## config.mk

```make
export PLATFORM = sky130hd
export DESIGN_NAME = sync_fifo_burst_reader
export DESIGN_NICKNAME = d
export VERILOG_FILES = /design/src/rtl/sync_fifo_burst_reader.sv
export SDC_FILE = /design/constraint.sdc
export NUM_CORES = 1
export LEC_CHECK = 0
export CAP_MARGIN = 0
export CORE_UTILIZATION = 41
export DETAILED_ROUTE_END_ITERATION = 8
export GPL_TIMING_DRIVEN = 0
export MAX_ROUTING_LAYER = met4
export PLACE_DENSITY = 0.81
export SKIP_CTS_REPAIR_TIMING = 1
export SLEW_MARGIN = 20
export SYNTH_ARGS = -nofsm -noshare
export SYNTH_HDL_FRONTEND = slang
export SYNTH_SLANG_ARGS = --single-unit
```

## constraint.sdc

```tcl
create_clock -name clk -period 1.9 [get_ports clk]
set_input_delay 0.38 -clock clk [delete_from_list [all_inputs] [get_ports clk]]
set_output_delay 0.38 -clock clk [all_outputs]
set_load 0.03 [all_outputs]
```

## src/rtl/sync_fifo_burst_reader.sv

```systemverilog
// Drain stage behind sync_fifo: pops the show-ahead read port into one registered output slot.
// Latency: first pop one cycle after IDLE sees !fifo_almost_empty; data appears on m_* the edge after its pop.
// Backpressure: a beat waits in the slot while !m_ready; no pop happens until the slot frees.
//
// Ports:
//   clk, rst              clock, synchronous active-high reset
//   fifo_dout/empty/almost_empty  FIFO head entry and flags (almost_empty <=> fewer than BURST_LEN entries)
//   fifo_rd_en            combinational pop strobe; the head is consumed at the same edge
//   m_data/m_valid/m_last/m_ready  registered valid/ready output stream, m_last closes a burst
//   busy                  FSM not idle or a beat is waiting in the slot
//   burst_count           bursts sent (full or single-beat flush), wraps at 16 bits
//   err_underrun          sticky: a burst beat was due while the FIFO was empty
module sync_fifo_burst_reader #(
    parameter int WIDTH     = 32,
    parameter int BURST_LEN = 8,
    parameter int TIMEOUT   = 64
) (
    input  logic             clk,
    input  logic             rst,
    input  logic [WIDTH-1:0] fifo_dout,
    input  logic             fifo_empty,
    input  logic             fifo_almost_empty,
    output logic             fifo_rd_en,
    output logic [WIDTH-1:0] m_data,
    output logic             m_valid,
    output logic             m_last,
    input  logic             m_ready,
    output logic             busy,
    output logic [15:0]      burst_count,
    output logic             err_underrun
);

    localparam int BW = $clog2(BURST_LEN);
    localparam int TW = $clog2(TIMEOUT + 1);
    localparam logic [BW-1:0] LAST_BEAT = BW'(BURST_LEN - 1);
    localparam logic [TW-1:0] TIMER_END = TW'(TIMEOUT - 1);

    typedef enum logic [1:0] {
        ST_IDLE  = 2'd0,
        ST_BURST = 2'd1,
        ST_FLUSH = 2'd2
    } state_t;

    state_t           state_q, state_d;
    logic [BW-1:0]    beat_cnt_q, beat_cnt_d;
    logic [TW-1:0]    idle_timer_q, idle_timer_d;
    logic [15:0]      burst_count_q, burst_count_d;
    logic             err_underrun_q, err_underrun_d;
    logic [WIDTH-1:0] m_data_q;
    logic             m_valid_q;
    logic             m_last_q;

    logic slot_free;
    logic pop;
    logic pop_last;

    // The slot can take a new beat if it is empty or its beat leaves this edge.
    assign slot_free = !m_valid_q || m_ready;

    always_comb begin
        state_d        = state_q;
        beat_cnt_d     = beat_cnt_q;
        idle_timer_d   = idle_timer_q;
        burst_count_d  = burst_count_q;
        err_underrun_d = err_underrun_q;
        pop            = 1'b0;
        pop_last       = 1'b0;

        unique case (state_q)
            ST_IDLE: begin
                if (!fifo_almost_empty) begin
                    state_d      = ST_BURST;
                    beat_cnt_d   = '0;
                    idle_timer_d = '0;
                end else if (!fifo_empty) begin
                    // Residue below one burst: count idle cycles, flush after TIMEOUT of them.
                    if (idle_timer_q == TIMER_END) begin
                        state_d      = ST_FLUSH;
                        idle_timer_d = '0;
                    end else begin
                        idle_timer_d = idle_timer_q + 1'b1;
                    end
                end else begin
                    idle_timer_d = '0;
                end
            end

            ST_BURST: begin
                if (slot_free) begin
                    if (fifo_empty) begin
                        // Burst only starts with BURST_LEN entries present, so this means the
                        // FIFO flags were not what this stage was built against.
                        err_underrun_d = 1'b1;
                    end else begin
                        pop      = 1'b1;
                        pop_last = (beat_cnt_q == LAST_BEAT);
                        if (pop_last) begin
                            state_d       = ST_IDLE;
                            beat_cnt_d    = '0;
                            burst_count_d = burst_count_q + 16'd1;
                        end else begin
                            beat_cnt_d = beat_cnt_q + 1'b1;
                        end
                    end
                end
            end

            ST_FLUSH: begin
                if (fifo_empty) begin
                    state_d = ST_IDLE;
                end else if (!fifo_almost_empty) begin
                    // Enough data arrived mid-flush: hand over to a full burst via IDLE.
                    state_d = ST_IDLE;
                end else if (slot_free) begin
                    pop           = 1'b1;
                    pop_last      = 1'b1;
                    burst_count_d = burst_count_q + 16'd1;
                end
            end

            default: begin
                state_d = ST_IDLE;
            end
        endcase
    end

    always_ff @(posedge clk) begin
        if (rst) begin
            state_q        <= ST_IDLE;
            beat_cnt_q     <= '0;
            idle_timer_q   <= '0;
            burst_count_q  <= '0;
            err_underrun_q <= 1'b0;
        end else begin
            state_q        <= state_d;
            beat_cnt_q     <= beat_cnt_d;
            idle_timer_q   <= idle_timer_d;
            burst_count_q  <= burst_count_d;
            err_underrun_q <= err_underrun_d;
        end
    end

    // Output slot. A pop overwrites the slot even when the old beat is leaving this edge,
    // which gives back-to-back beats without a bubble.
    always_ff @(posedge clk) begin
        if (rst) begin
            m_data_q  <= '0;
            m_valid_q <= 1'b0;
            m_last_q  <= 1'b0;
        end else if (pop) begin
            m_data_q  <= fifo_dout;
            m_valid_q <= 1'b1;
            m_last_q  <= pop_last;
        end else if (slot_free) begin
            m_valid_q <= 1'b0;
        end
    end

    assign fifo_rd_en   = pop && !rst;
    assign m_data       = m_data_q;
    assign m_valid      = m_valid_q;
    assign m_last       = m_last_q;
    assign busy         = (state_q != ST_IDLE) || m_valid_q;
    assign burst_count  = burst_count_q;
    assign err_underrun = err_underrun_q;

endmodule

```

# Word-level counts from Yosys, hierarchy flattened
# Index checks and enable logic that the tools add are counted.
# totals
reg_bits	63
input_bits	37
out_inout_bits	53
elab_cells	74
# classes
n_addsub	3
n_eq_ne	14
muxes	35
reduce_logical	14
# ops
op	count
2-to-1 mux 16 bit	6
case mux 16 bit (2 select lines)	1
2-to-1 mux 7 bit	3
adder 16 x 1 -> 16 bit (second input constant)	1
2-to-1 mux 2 bit	8
inequality test 2 bit (second input constant)	7
2-to-1 mux 3 bit	4
2-to-1 mux 1 bit	9
inequality test 3 bit (second input constant)	3
nonzero test 2 bit	4
adder 7 x 1 -> 7 bit (second input constant)	1
equality test 7 x 6 -> 1 bit (second input constant)	1
AND reduction 7 bit	1
case mux 2 bit (3 select lines)	1
case mux 3 bit (2 select lines)	1
AND reduction 6 bit	1
case mux 1 bit (2 select lines)	2
AND reduction 4 bit	1
adder 3 x 1 -> 3 bit (second input constant)	1
equality test 3 bit (second input constant)	1
AND reduction 3 bit	1
equality test 2 x 1 -> 1 bit (second input constant)	1
equality test 2 bit (second input constant)	1
zero test 1 bit	2
other kinds (3)	4

# Logic depth before layout (Yosys ltp)
# Gate-level depths: netlist of run 1.
# logic_depth
ltp_word	7
mapped_depth	8
depth_no_buf	6

# Worst setup path after synthesis of run 1
# No wires, ideal clock.
# synth_path
path_kind	register -> output
start	register state_q[1]
end	output port fifo_rd_en
arrival_time_ns	1.629
required_ns	1.520
path_slack_ns	-0.109
path_stages_with_launch	7
path_buffers	1
cell_sequence	dfxtp_1 -> inv_1 -> ha_1 -> a21o_1 -> nand4_1 -> clkbuf_1 -> nor2_1
# synth_via
elab_chain_cells	3
word_cells_on_any_way	4
cone_classes	eq/ne (2); mux (1); reduce/logical (1)
# synth_rtl
element	line	text
start: declaration	44	state_t state_q, state_d;
start signal: assignment	135	state_q <= state_d;
equality test 2 bit / equality test 2 x 1 -> 1 bit (equally long branches)	69	unique case (state_q)
case mux 1 bit (2 select lines) *	69	
logical AND 1 bit *	159	assign fifo_rd_en = pop && !rst;
end: declaration	23	output logic fifo_rd_en,
# Every way passes the cells marked *; elsewhere a longest branch is shown, timed or not.

# Worst setup path after layout of run 1
# Same ends and word-level chain as after synthesis.

==> results.ini, run 1 <==
[floorplanning]
die_x_um = 83.4
die_h_um = 83.4
core-area_um2 = 6390
start_util_pct = 42.5
io_pins = 90
die-area_um2 = 6950
rows = 29

[detailed_routing]
first_pass_iters = 4
ant_nets = 0
via_per_inst = 5.31
routed_wl_mm = 7.57
drt_iter0_markers = 139
vias = 2745
drc = 0
routedWlPerCell_um = 14.6

[timing]
hold_viol = 0
fin_ws_ns = -0.168
hold_slack_ns = 0.427
drv_slew = 0
relSlewSlack_pct = 61.6
finalCriticalPeriod_ns = 2.07
max_freq_mhz = 483
rsz0062_at_grt = true
setup_viol = 14
skew_ns = 0.0109
period_share_pct = 109
tightestPinTransition_ns = 0.572

[setup_path]
endpoint_kind = output port
critPathRequiredTime_ns = 1.52
critPathArrivalTime_ns = 1.69
critPathMaxFanout = 7
path_class = flip-flop to output port
cp-start-kind = flip-flop

[cells_and_area]
area_growth_pct = 53.8
layout.nets = 479
post_layout_nonfiller_instances = 517
multi_input_area_um2 = 1500
register_area_um2 = 1270
final_core_util_pct = 65.3
final_layout_size_suffix_gt1_share_pct = 15.7
num_antenna_cells = 0
fill_cells = 514

[yosys]
synthArstFlopShare_pct = 0
synth_nets = 372
ys_seq_elements = 63
syn_inst = 328
seq_area_frac_synth_pct = 46.5
yosys-top-cells-area = dfxtp_1 46%, nand2_1 10%, a21oi_1 8.1%
syn_area_um2 = 2710
synth_cell_type_count = 41
synth.avg_cell_area_um2 = 8.27
synth_top_area_share_pct = 46.5
synth_ff_type = dfxtp_1
yosys_warnings = 0
synth_top_area_cell = dfxtp_1
synth_edf_count = 0

[clock_network]
htreeDepth = 3
cts_num_sinks = 63
path_clk_slew_ns = 0.07
clockRootBuffer = clkbuf_8
cts_made_buffers = 9
clk_latency_ns = 0.34
cts_buffer_depth = 2
cts_tree = done

[global_route]
grt_max_degree = 12
grt-ovfl-total = 0
grt_pass1_wl_mm = 11.6
antenna_found_initial = 0
grt_usage_pct = 21.3
grt_pass1_vias = 2527

[run_status]
status = complete, but fails checks
violations = setup timing

[run]
cap_violations = 0

[place]
place_hpwl_mm = 5.01
place_congestion = 0.815
io_buffers = 87
place_inst = 492

[worst_hold_path]
min_path_type = input port to flip-flop

[pwr]
irDropWorstVdd_uv = 503
powerDensity_nw_per_um2 = 686
power_leakage_nw = 1.60
totalPowerFinal_w = 0.00286

-- critical path, cell delays in order (launching register included) --
cell and delay, ns:
dfxtp_2 0.35, inv_4 0.08, ha_4 0.18, a21o_1 0.13
nand4_1 0.20, buf_6 0.20, nor2_4 0.08, buf_6 0.13
-- synth_stat cells, types with 3 or more instances --
cell type,instances
and3_1,3
ha_1,7
nor2_1,21
o31ai_1,4
inv_1,5
nand4_1,8
mux2i_1,3
xor2_1,3
a21oi_1,44
nand2_1,75
nor4_1,6
mux2_1,6
xnor2_1,3
a31oi_1,4
and4_1,4
nor2b_1,9
nand2b_1,3
buf_1,3
clkbuf_1,13
o21ai_0,6
or4_1,3
dfxtp_1,63
nand3_1,7
o41ai_1,3
-- worst paths after layout --
kind	end	slack, ns	startpoint	cells after the start
worst min register to register	m_data[8]$_SDFFE_PP0P_	0.45	m_data[8]$_SDFFE_PP0P_	2
worst max register to register	burst_count[5]$_SDFFE_PP0P_	-0.15	state_q[0]$_SDFFE_PP0P_	8
worst min-delay path	state_q[0]$_SDFFE_PP0P_	0.43	fifo_almost_empty	3
worst max-delay path	fifo_rd_en	-0.17	state_q[1]$_SDFFE_PP0P_	7
-- kinds of logic after synthesis --
kind of cell	after synthesis	share of synthesized area [%]
and+or+nand+nor	151	26.7
AOI/OAI and AO/OA	66	13.8
DFF	63	46.5
buffers and inverters	26	4.24
muxes	9	3.60
adders and majority gates	7	3.23
xor gates and xnor gates	6	1.94
-- report_power, final --
| group | internal [W] | switching, W | leakage (nW) |
|---|---|---|---|
| registers | 0.00134 | 0.0000173 | 0.510 |
| clock network | 0.000601 | 0.000536 | 0.0960 |
| logic | 0.000178 | 0.000189 | 0.994 |
-- routing by layer --
metal,GRT usage (%),part of all wire [%]
met5,-,0
met4,9.25,1.7
met3,4.47,3.5
met2,35.1,51
met1,25.2,44
-- through the flow --
step                      worst slack [ns]  instance area [µm²]  TNS [ns]
after detailed placement             -1.13                 3680    -15.59
after floorplan                     0.0123                 2720         0
after CTS                            -1.24                 3870     -6.90
after global placement               -1.08                 3680    -14.56
final                               -0.168                 4170     -1.52
after global routing                -0.264                 4170     -2.48
-- state kept, by name, indices dropped and copies added (netlist names) --
name          cells
m_valid           1
err_underrun      1
beat_cnt_q        3
state_q           2
m_last            1
m_data           32
idle_timer_q      7
burst_count      16
-- final cells by class --
type | instances | share of cell area, %
well taps | 77 | 2.31
inverters | 6 | 0.660
clock inverters | 6 | 1.47
flip-flops and latches | 63 | 30.3
multi-input cells | 239 | 36.0
plain buffers | 20 | 2.88
clock buffers | 10 | 3.06
repair buffers | 96 | 23.2
-- placed cells by master, fill, tap and decap left out, types with 3 or more instances in the layout --
| cell | instances |
|---|---|
| clkdlybuf4s50_1 | 79 |
| nand2_1 | 75 |
| dfxtp_1 | 61 |
| a21oi_1 | 43 |
| nor2_1 | 20 |
| nor2b_1 | 9 |
| clkbuf_8 | 9 |
| nand4_1 | 8 |
| buf_4 | 8 |
| clkbuf_1 | 7 |
| clkbuf_2 | 7 |
| nand3_1 | 7 |
| o21ai_0 | 6 |
| dlymetal6s2s_1 | 6 |
| buf_6 | 4 |
| a31oi_1 | 4 |
| and4_1 | 4 |
| nor4_4 | 4 |
| mux2_4 | 4 |
| o31ai_1 | 4 |
| ha_1 | 4 |
| mux2i_1 | 3 |
| nor4_2 | 3 |
| inv_1 | 3 |
| xnor2_1 | 3 |
| and3_1 | 3 |
| xor2_1 | 3 |
| o41ai_1 | 3 |
| or4_1 | 3 |
| ha_4 | 3 |
| clkinv_2 | 3 |
(Power assumes the default switching activity.)
==> run 2: changes to the inputs <==
- CORE_UTILIZATION: 41 -> 59
- CTS_BUF_LIST: default -> sky130_fd_sc_hd__clkbuf_2
- DONT_BUFFER_PORTS: default -> 1
- PLACE_DENSITY: 0.81 -> 0.83
==> results.ini, run 2 (synthesized netlist as in run 1, its figures left out) <==
[run_status]
status = complete, but fails checks
violations = hold timing, setup timing

[detailed_routing]
routedWlPerCell_um = 17.5
drt_iter0_markers = 244
first_pass_iters = 4
vias = 2603
via_per_inst = 6.00
routed_wl_mm = 7.58
ant_nets = 0
drc = 0

[global_route]
grt-ovfl-total = 0
grt_max_degree = 12
grt_usage_pct = 23.8
grt_pass1_wl_mm = 8.98
antenna_found_initial = 0
grt_pass1_vias = 2102

[cells_and_area]
area_growth_pct = 28.9
fill_cells = 272
num_antenna_cells = 0
final_layout_size_suffix_gt1_share_pct = 22.3
layout_common_cells = 75 x nand2_1, 50 x dfxtp_1, 43 x a21oi_1, 22 x dlygate4sd3_1, 20 x nor2_1
final_common_cell = nand2_1
layout.nets = 421
stdcell_area_um2 = 3500
largest_reg_flops = 32

[floorplanning]
start_util_pct = 61.9
rows = 24
core-area_um2 = 4380
io_pins = 90
die_x_um = 69.8
die-area_um2 = 4870
die_h_um = 69.8

[timing]
rsz0062_at_grt = true
setup_viol = 20
fin_ws_ns = -0.357
hold_viol = 6
period_share_pct = 119
setup_tns_ns = -1.96
relSlewSlack_pct = 52.1
skew_ns = 0.0345
hold_slack_ns = -0.0307
tightestPinTransition_ns = 0.718
drv_slew = 0
max_freq_mhz = 443
finalCriticalPeriod_ns = 2.26

[setup_path]
crit_family = flip-flops
reg2reg_depth = 9
crit_buf_inv = 2
path_class = flip-flop to output port
critPathArrivalTime_ns = 1.88
cp_cell_sequence = inv_4 > ha_4 > a21o_1 > nand4_1 > buf_6 > nor2_4
critPathMaxFanout = 7
crit_cells = 6
critPathRequiredTime_ns = 1.52
crit_slowest_cell = dfxtp_4
endpoint_kind = output port
worst_path_largest_cell_delay_ns = 0.40
cp-start-kind = flip-flop

[run]
cap_violations = 0

[clock_network]
cts_buffer_depth = 2
clk_latency_ns = 0.51
cts_made_buffers = 9
path_clk_slew_ns = 0.20
clockRootBuffer = clkbuf_2
cts_num_sinks = 63
htreeDepth = 3
cts_tree = done

[place]
io_buffers = 0
place_ws_ns = -0.300
place_hpwl_mm = 4.12
place_congestion = 0.795
placed_area_um2 = 2780

[pwr]
powerDensity_nw_per_um2 = 676
irDropWorstVdd_uv = 633
totalPowerFinal_w = 0.00236
power_leakage_nw = 1.29

[worst_hold_path]
min_path_type = input port to flip-flop
holdPathStages = 2

## run 2: routing by layer
layer	track usage [%]	vias up	routed length (µm)
li1	-	1239	-
met1	26.8	1221	2940
met2	37.3	116	3910
met3	7.27	27	476
met4	13.6	0	246
met5	-	-	0
## run 2: path summary, 6_finish.rpt
path                            slack [ns]                            to                       start
worst max-delay path                 -0.36                    fifo_rd_en     state_q[1]$_SDFFE_PP0P_
worst min-delay path                 -0.03       m_data[26]$_SDFFE_PP0P_               fifo_dout[26]
worst max register to register       -0.16  burst_count[10]$_SDFFE_PP0P_     state_q[0]$_SDFFE_PP0P_
worst min register to register        0.50    beat_cnt_q[1]$_SDFFE_PP0P_  beat_cnt_q[1]$_SDFFE_PP0P_
## run 2: stage by stage
stage / util (%) / cells
global route: 79.8 / 434
global placement: 63.4 / 380
CTS: 65.4 / 396
floorplan: - / 328
finish: 79.8 / 434
detailed placement: 63.4 / 380
## run 2: worst register-to-register path: stages, from the launching register on
cell	delay, ns
dfxtp_4	0.42
inv_4	0.05
ha_4	0.16
buf_4	0.13
mux2i_1	0.18
or2_1	0.25
buf_6	0.15
buf_4	0.17
nor4_4	0.15
mux2_4	0.32
## run 2: report_power, final
| part | total [W] | switching (W) | internal [W] |
|---|---|---|---|
| Combinational | 0.000293 | 0.000161 | 0.000132 |
| Sequential | 0.00139 | 0.0000478 | 0.00134 |
| Clock | 0.000685 | 0.000515 | 0.000170 |
## run 2: final cells by class
cell class              instances  area, µm²  share of cell area [%]
well taps                      52       65.1                    1.86
inverters                       6       27.5                   0.787
plain buffers                  20        109                    3.11
repair buffers                 38        344                    9.84
clock inverters                 6       37.5                    1.07
multi-input cells             239       1570                    45.0
flip-flops and latches         63       1290                    36.9
clock buffers                  10       50.0                    1.43
